File: src/rtl/range_speed_pkg.sv
// Shared widths, reset constants and the saturating
// closing-speed helper for the range/speed tracker.
package range_speed_pkg;

  localparam int DEF_RANGE_W = 10;
  localparam int DEF_SPEED_W = 8;
  localparam int DEF_CNT_W   = 16;

  localparam logic [DEF_RANGE_W-1:0] DEF_MIN_INIT = '1;

  // Unsigned a-b, zero when b>=a, clipped to 2**speed_w-1
  function automatic logic [31:0] sat_sub(
    input logic [31:0] a,
    input logic [31:0] b,
    input int unsigned speed_w
  );
    logic [31:0] d;
    logic [31:0] lim;
    lim = (32'd1 << speed_w) - 32'd1;
    d   = (a > b) ? (a - b) : 32'd0;
    return (d > lim) ? lim : d;
  endfunction

endpackage

File: src/rtl/sample_tick_gen.sv
// Free-running clock divider producing a one-clock
// sample tick every TICK_DIV clocks.
module sample_tick_gen #(
  parameter int TICK_DIV = 1000
) (
  input  logic i_clk,
  input  logic i_rst,
  output logic o_tick
);

  localparam int CW =
    (TICK_DIV > 1) ? $clog2(TICK_DIV) : 1;
  localparam logic [CW-1:0] LAST = CW'(TICK_DIV - 1);

  logic [CW-1:0] cnt_q;
  logic [CW-1:0] cnt_d;

  assign o_tick = (cnt_q == LAST);

  always_comb begin
    cnt_d = cnt_q + 1'b1;
    if (o_tick) cnt_d = '0;
  end

  always_ff @(posedge i_clk or posedge i_rst) begin
    if (i_rst) cnt_q <= '0;
    else       cnt_q <= cnt_d;
  end

endmodule

File: src/rtl/range_speed_tracker.sv
// Tracks minimum range and peak closing speed of a
// ranging sensor sampled on a divided tick.
module range_speed_tracker
  import range_speed_pkg::*;
#(
  parameter int RANGE_W  = DEF_RANGE_W,
  parameter int SPEED_W  = DEF_SPEED_W,
  parameter int TICK_DIV = 1000,
  parameter int CNT_W    = DEF_CNT_W,
  parameter logic [RANGE_W-1:0] MIN_INIT =
    {RANGE_W{1'b1}}
) (
  input  logic               i_clk,
  input  logic               i_rst,
  input  logic               i_clear,
  input  logic               i_range_valid,
  input  logic [RANGE_W-1:0] i_range,
  output logic [RANGE_W-1:0] o_min_range,
  output logic [SPEED_W-1:0] o_max_speed,
  output logic [SPEED_W-1:0] o_last_speed,
  output logic [CNT_W-1:0]   o_sample_cnt,
  output logic               o_update
);

  localparam logic [CNT_W-1:0] CNT_MAX = '1;

  logic tick;
  logic accept;

  logic [RANGE_W-1:0] min_q,  min_d;
  logic [SPEED_W-1:0] max_q,  max_d;
  logic [SPEED_W-1:0] last_q, last_d;
  logic [CNT_W-1:0]   cnt_q,  cnt_d;
  logic [RANGE_W-1:0] prev_q, prev_d;
  logic               flag_q, flag_d;
  logic               upd_q,  upd_d;
  logic [SPEED_W-1:0] speed;

  sample_tick_gen #(
    .TICK_DIV (TICK_DIV)
  ) u_tick (
    .i_clk  (i_clk),
    .i_rst  (i_rst),
    .o_tick (tick)
  );

  assign accept = tick & i_range_valid;

  assign speed = SPEED_W'(sat_sub(
    32'(prev_q), 32'(i_range), SPEED_W));

  always_comb begin
    min_d  = min_q;
    max_d  = max_q;
    last_d = last_q;
    cnt_d  = cnt_q;
    prev_d = prev_q;
    flag_d = flag_q;
    upd_d  = 1'b0;
    // clear takes priority and discards a coincident sample
    if (i_clear) begin
      min_d  = MIN_INIT;
      max_d  = '0;
      last_d = '0;
      cnt_d  = '0;
      prev_d = '0;
      flag_d = 1'b0;
    end else if (accept) begin
      upd_d  = 1'b1;
      prev_d = i_range;
      flag_d = 1'b1;
      if (cnt_q != CNT_MAX) cnt_d = cnt_q + 1'b1;
      if (i_range < min_q)  min_d = i_range;
      if (!flag_q) begin
        last_d = '0;
      end else begin
        last_d = speed;
        if (speed > max_q) max_d = speed;
      end
    end
  end

  always_ff @(posedge i_clk or posedge i_rst) begin
    if (i_rst) begin
      min_q  <= MIN_INIT;
      max_q  <= '0;
      last_q <= '0;
      cnt_q  <= '0;
      prev_q <= '0;
      flag_q <= 1'b0;
      upd_q  <= 1'b0;
    end else begin
      min_q  <= min_d;
      max_q  <= max_d;
      last_q <= last_d;
      cnt_q  <= cnt_d;
      prev_q <= prev_d;
      flag_q <= flag_d;
      upd_q  <= upd_d;
    end
  end

  assign o_min_range  = min_q;
  assign o_max_speed  = max_q;
  assign o_last_speed = last_q;
  assign o_sample_cnt = cnt_q;
  assign o_update     = upd_q;

endmodule
File: config.mk
export PLATFORM = sky130hd
export DESIGN_NAME = range_speed_tracker
export DESIGN_NICKNAME = d
export VERILOG_FILES = /design/src/rtl/range_speed_pkg.sv /design/src/rtl/sample_tick_gen.sv /design/src/rtl/range_speed_tracker.sv
export SDC_FILE = /design/constraint.sdc
export NUM_CORES = 1
export LEC_CHECK = 0
export CAP_MARGIN = 10
export CORE_MARGIN = 2
export CORE_UTILIZATION = 27
export CTS_BUF_LIST = sky130_fd_sc_hd__clkbuf_2 sky130_fd_sc_hd__clkbuf_4 sky130_fd_sc_hd__clkbuf_8
export CTS_CLUSTER_DIAMETER = 200
export CTS_CLUSTER_SIZE = 12
export DETAILED_ROUTE_END_ITERATION = 16
export GPL_TIMING_DRIVEN = 0
export PLACE_DENSITY = 0.42
export SLEW_MARGIN = 20
export SYNTH_ARGS = -nofsm -noshare
export SYNTH_HDL_FRONTEND = slang
export SYNTH_SLANG_ARGS = --single-unit
File: constraint.sdc
create_clock -name i_clk -period 4.48 [get_ports i_clk]
set_input_delay 0.896 -clock i_clk [delete_from_list [all_inputs] [get_ports i_clk]]
set_output_delay 0.896 -clock i_clk [all_outputs]
set_load 0.1 [all_outputs]
==> metrics <==
run status=completed; total cell area at the placement stage=roughly 0.0047 mm2; leading area contributor after synthesis=dfrtp_1; RSZ-0062 raised after global routing=no; part of the total power dissipated in combinational logic=0.073; final worst-path cycle share=0.955; buffers and inverters on the worst path=4; ys flop type=dfrtp_1; Critical Path Sink Type=flop; Final ANT Viol Nets=0; power density relative to cell area=around 230 mW/mm2; wire length of the first global-routing pass=around 18000 um; area inside the core boundary=roughly 0.014 mm2; IO buf count=between 50 and 60; pin slew with the least headroom to its limit=a little over 1000 ps; Slowest-stage cell, CP=or4b_1; CTS H-Tree Depth=3; Hold-fix buffers, CTS=0; Overflow after GRT=0; row count=43; Mean Syn Cell Area=between 9 and 10 um2; Final Total Pwr=between 0.001 and 0.0015 W; Ys Warns=0; Area Overhead vs Synth=30.3%; Pleak=between 2 and 2.5 nW; Setup WS pre-CTS=-1140 ps; path class of the lowest-slack min-delay path=flop to flop; Synth area leaders=dfrtp_1, ha_1, dfstp_2, a21oi_1, nand2_1; number of register bits inferred by synthesis=64; Clock Sink Count=64; Ant. Diodes=0; type of element launching the critical path=input pin; top cell types by occurrence after synthesis=dfrtp_1, nand2_1, nor2_1; number of distinct library cell variants in the gate-level netlist after synthesis=54; portion of synthesized cell area occupied by the leading cell type=0.346; worst-case setup margin in the final layout=approximately 200 ps; clock tree from TritonCTS=built; number of nets in the final layout=550; proportion of layout cells with a drive suffix above 1=0.123; final standard cell area without fillers=slightly above 0.005 mm2; share of power burned in the clock network=0.442; worst hold slack=roughly 490 ps; pin count of the biggest net entering global routing=40; clock buffers created by TritonCTS=9; wire length per cell after detailed routing=~15 um; clock input transition at the sequential cells of the worst setup and hold paths=~70 ps; part of the total power dissipated in sequential elements=0.485; via density per instance=4.80; cell-internal power=0.000894 W; Iter 0 DRT Violations=137; via count=approximately 3.3k; max-cap viol count=0; GP Congestion=0.831; cell count after synthesis=~430; critical setup path kind=input pin to flop; total die area=roughly 0.015 mm2; highest clock rate=0.234 GHz; Total Routed Length=approximately 11000 um; half-perimeter wire length after placement=a little under 8000 um; share of flip-flops with an asynchronous set or reset=1.00; vias in the first global route=~3.4k; Pre-antenna DRT Iters=4; Worst VDD drop=between 0.15 and 0.2 mV; Root Buffer Master=clkbuf_8; sequential cell area fraction in the yosys report=0.414; initial antenna violation count=1; final core utilization=0.364; most common cell in the synthesized netlist=dfrtp_1; worst-path cell chain=dlygate4sd2_1, inv_1, ha_4, nand3_2, o221a_2, a21bo_2, a211oi_4, buf_4, o22a_1, nor2_1, ha_1, nand4_1, mux2_4, and4_1, or4b_1, buf_4, o211ai_1; total nets after synthesis=between 400 and 500; count of flip-flops with a built-in enable after synthesis=0; CP Max Fanout=6; net switching fraction of the power=0.250; clock period minus worst slack=between 4000 and 5000 ps; Psw=around 0.0003 W; worst-skew pair later-pin latency=approximately 360 ps; Netlist Area Pre-Place=about 0.004 mm2; CP arrival=about 4600 ps; Setup Viol. Count Final=0; x dimension of the die=124 um; final count of hold timing violations=0; deepest clock path buffer count=2; vertical die dimension=124 um; remaining max-slew budget at the tightest pin=0.321; starting density of the core=0.279; Largest delay share family, worst path=compound AO/OA/AOI/OAI gates; number of placed I/O pins=57; overall track demand over capacity in global routing=0.145; maximum single-stage delay on the critical path=430 ps; DR DRC count=0; max-slew violation count=0; cell occurring most often along the worst timing path=buf_4; Layout Skew=9.29 ps; data required time at the worst endpoint=approximately 4800 ps
## cell type report
type                       count  area, um2
fill                        1456       8900
multi-input combinational    319       2230
sequential                    64       1610
timing repair buffer          64        621
tap                          180        225
clock buffer                  11        151
inverter                      36        138
clock inverter                 5       55.1
buffer                        12       52.6
## registers in the layout, summed over array words and instances (netlist names)
signal / cells
o_sample_cnt: 16
o_min_range: 10
prev_q: 10
u_tick.cnt_q: 10
o_last_speed: 8
o_max_speed: 8
flag_q: 1
o_update: 1
## worst paths after layout
check,cells after the start,from,endpoint,slack [ps]
max,17,i_range[7],o_max_speed[1],200
max reg2reg,19,prev_q[0],o_max_speed[1],650
min reg2reg,2,o_last_speed[3],o_last_speed[3],490
min in group asynchronous,2,i_rst,u_tick.cnt_q[7],870
max in group asynchronous,3,i_rst,o_min_range[7],3020
min,2,o_last_speed[3],o_last_speed[3],490
## logic make-up after synthesis
logic type / synth area share
AO/OA/AOI/OAI: 0.165
XOR/XNOR: 0.0449
adder cells (fa/ha/maj): 0.0981
buffers and inverters: 0.0487
flip-flops: 0.414
multiplexers: 0.0311
AND/OR/NAND/NOR: 0.199
## power groups by stage
stage	registers (W)	logic, W	clock network [W]
after floorplan	0.000589	0.0000444	0
after global placement	0.000589	0.0000822	0
after detailed placement	0.000589	0.0000858	0
after CTS	0.000578	0.0000865	0.000559
after global routing	0.000578	0.0000985	0.000586
final	0.000578	0.0000872	0.000526
## layer usage
layer | vias to the layer above | GRT usage | wire length, um | share of wire
li1 | 1666 | - | - | -
met1 | 1581 | 0.184 | 4900 | 0.46
met2 | 59 | 0.232 | 5050 | 0.48
met3 | 9 | 0.0546 | 535 | 0.050
met4 | 2 | 0.0410 | 122 | 0.011
met5 | - | 0 | 13 | 0.0012
## metrics by stage
step | setup TNS, ps | cells
floorplan | 0 | 432
global placement | -8770 | 668
detailed placement | -8810 | 669
CTS | 0 | 688
global route | 0 | 691
finish | 0 | 691
## worst register-to-register path: cells and delay by family, from the launching register on
family          cells  cell delay (ps)
simple gates        5             1070
compound gates      6              950
fa+ha+maj           3              680
buf+inv             4              530
flops               1              350
mux                 1              180
## timing repair
| action | in CTS | in global routing |
|---|---|---|
| gates resized for setup | 19 | 23 |
| setup buffers | 3 | 4 |
| setup endpoints to repair | 8 | 8 |
| pin swaps | 3 | 6 |
## cell usage in the layout, fill, tap and decap left out, drive strengths merged, types with 5 or more instances in the layout
master,netlist,routed
a211oi,5,5
mux2i,11,11
clkbuf,10,23
a21o,6,6
buf,3,11
nor2,45,45
dfstp,10,10
o21ai,26,26
nand3,10,10
and2,5,5
and3,5,5
ha,29,29
or3,8,8
nand2,45,45
xor2,5,5
o211ai,9,9
a21oi,37,37
and4,6,6
nor3,7,7
dfrtp,54,54
nand4,6,6
clkdlybuf4s50,0,48
xnor2,15,15
inv,36,36
Power figures use the tool's default switching activity.
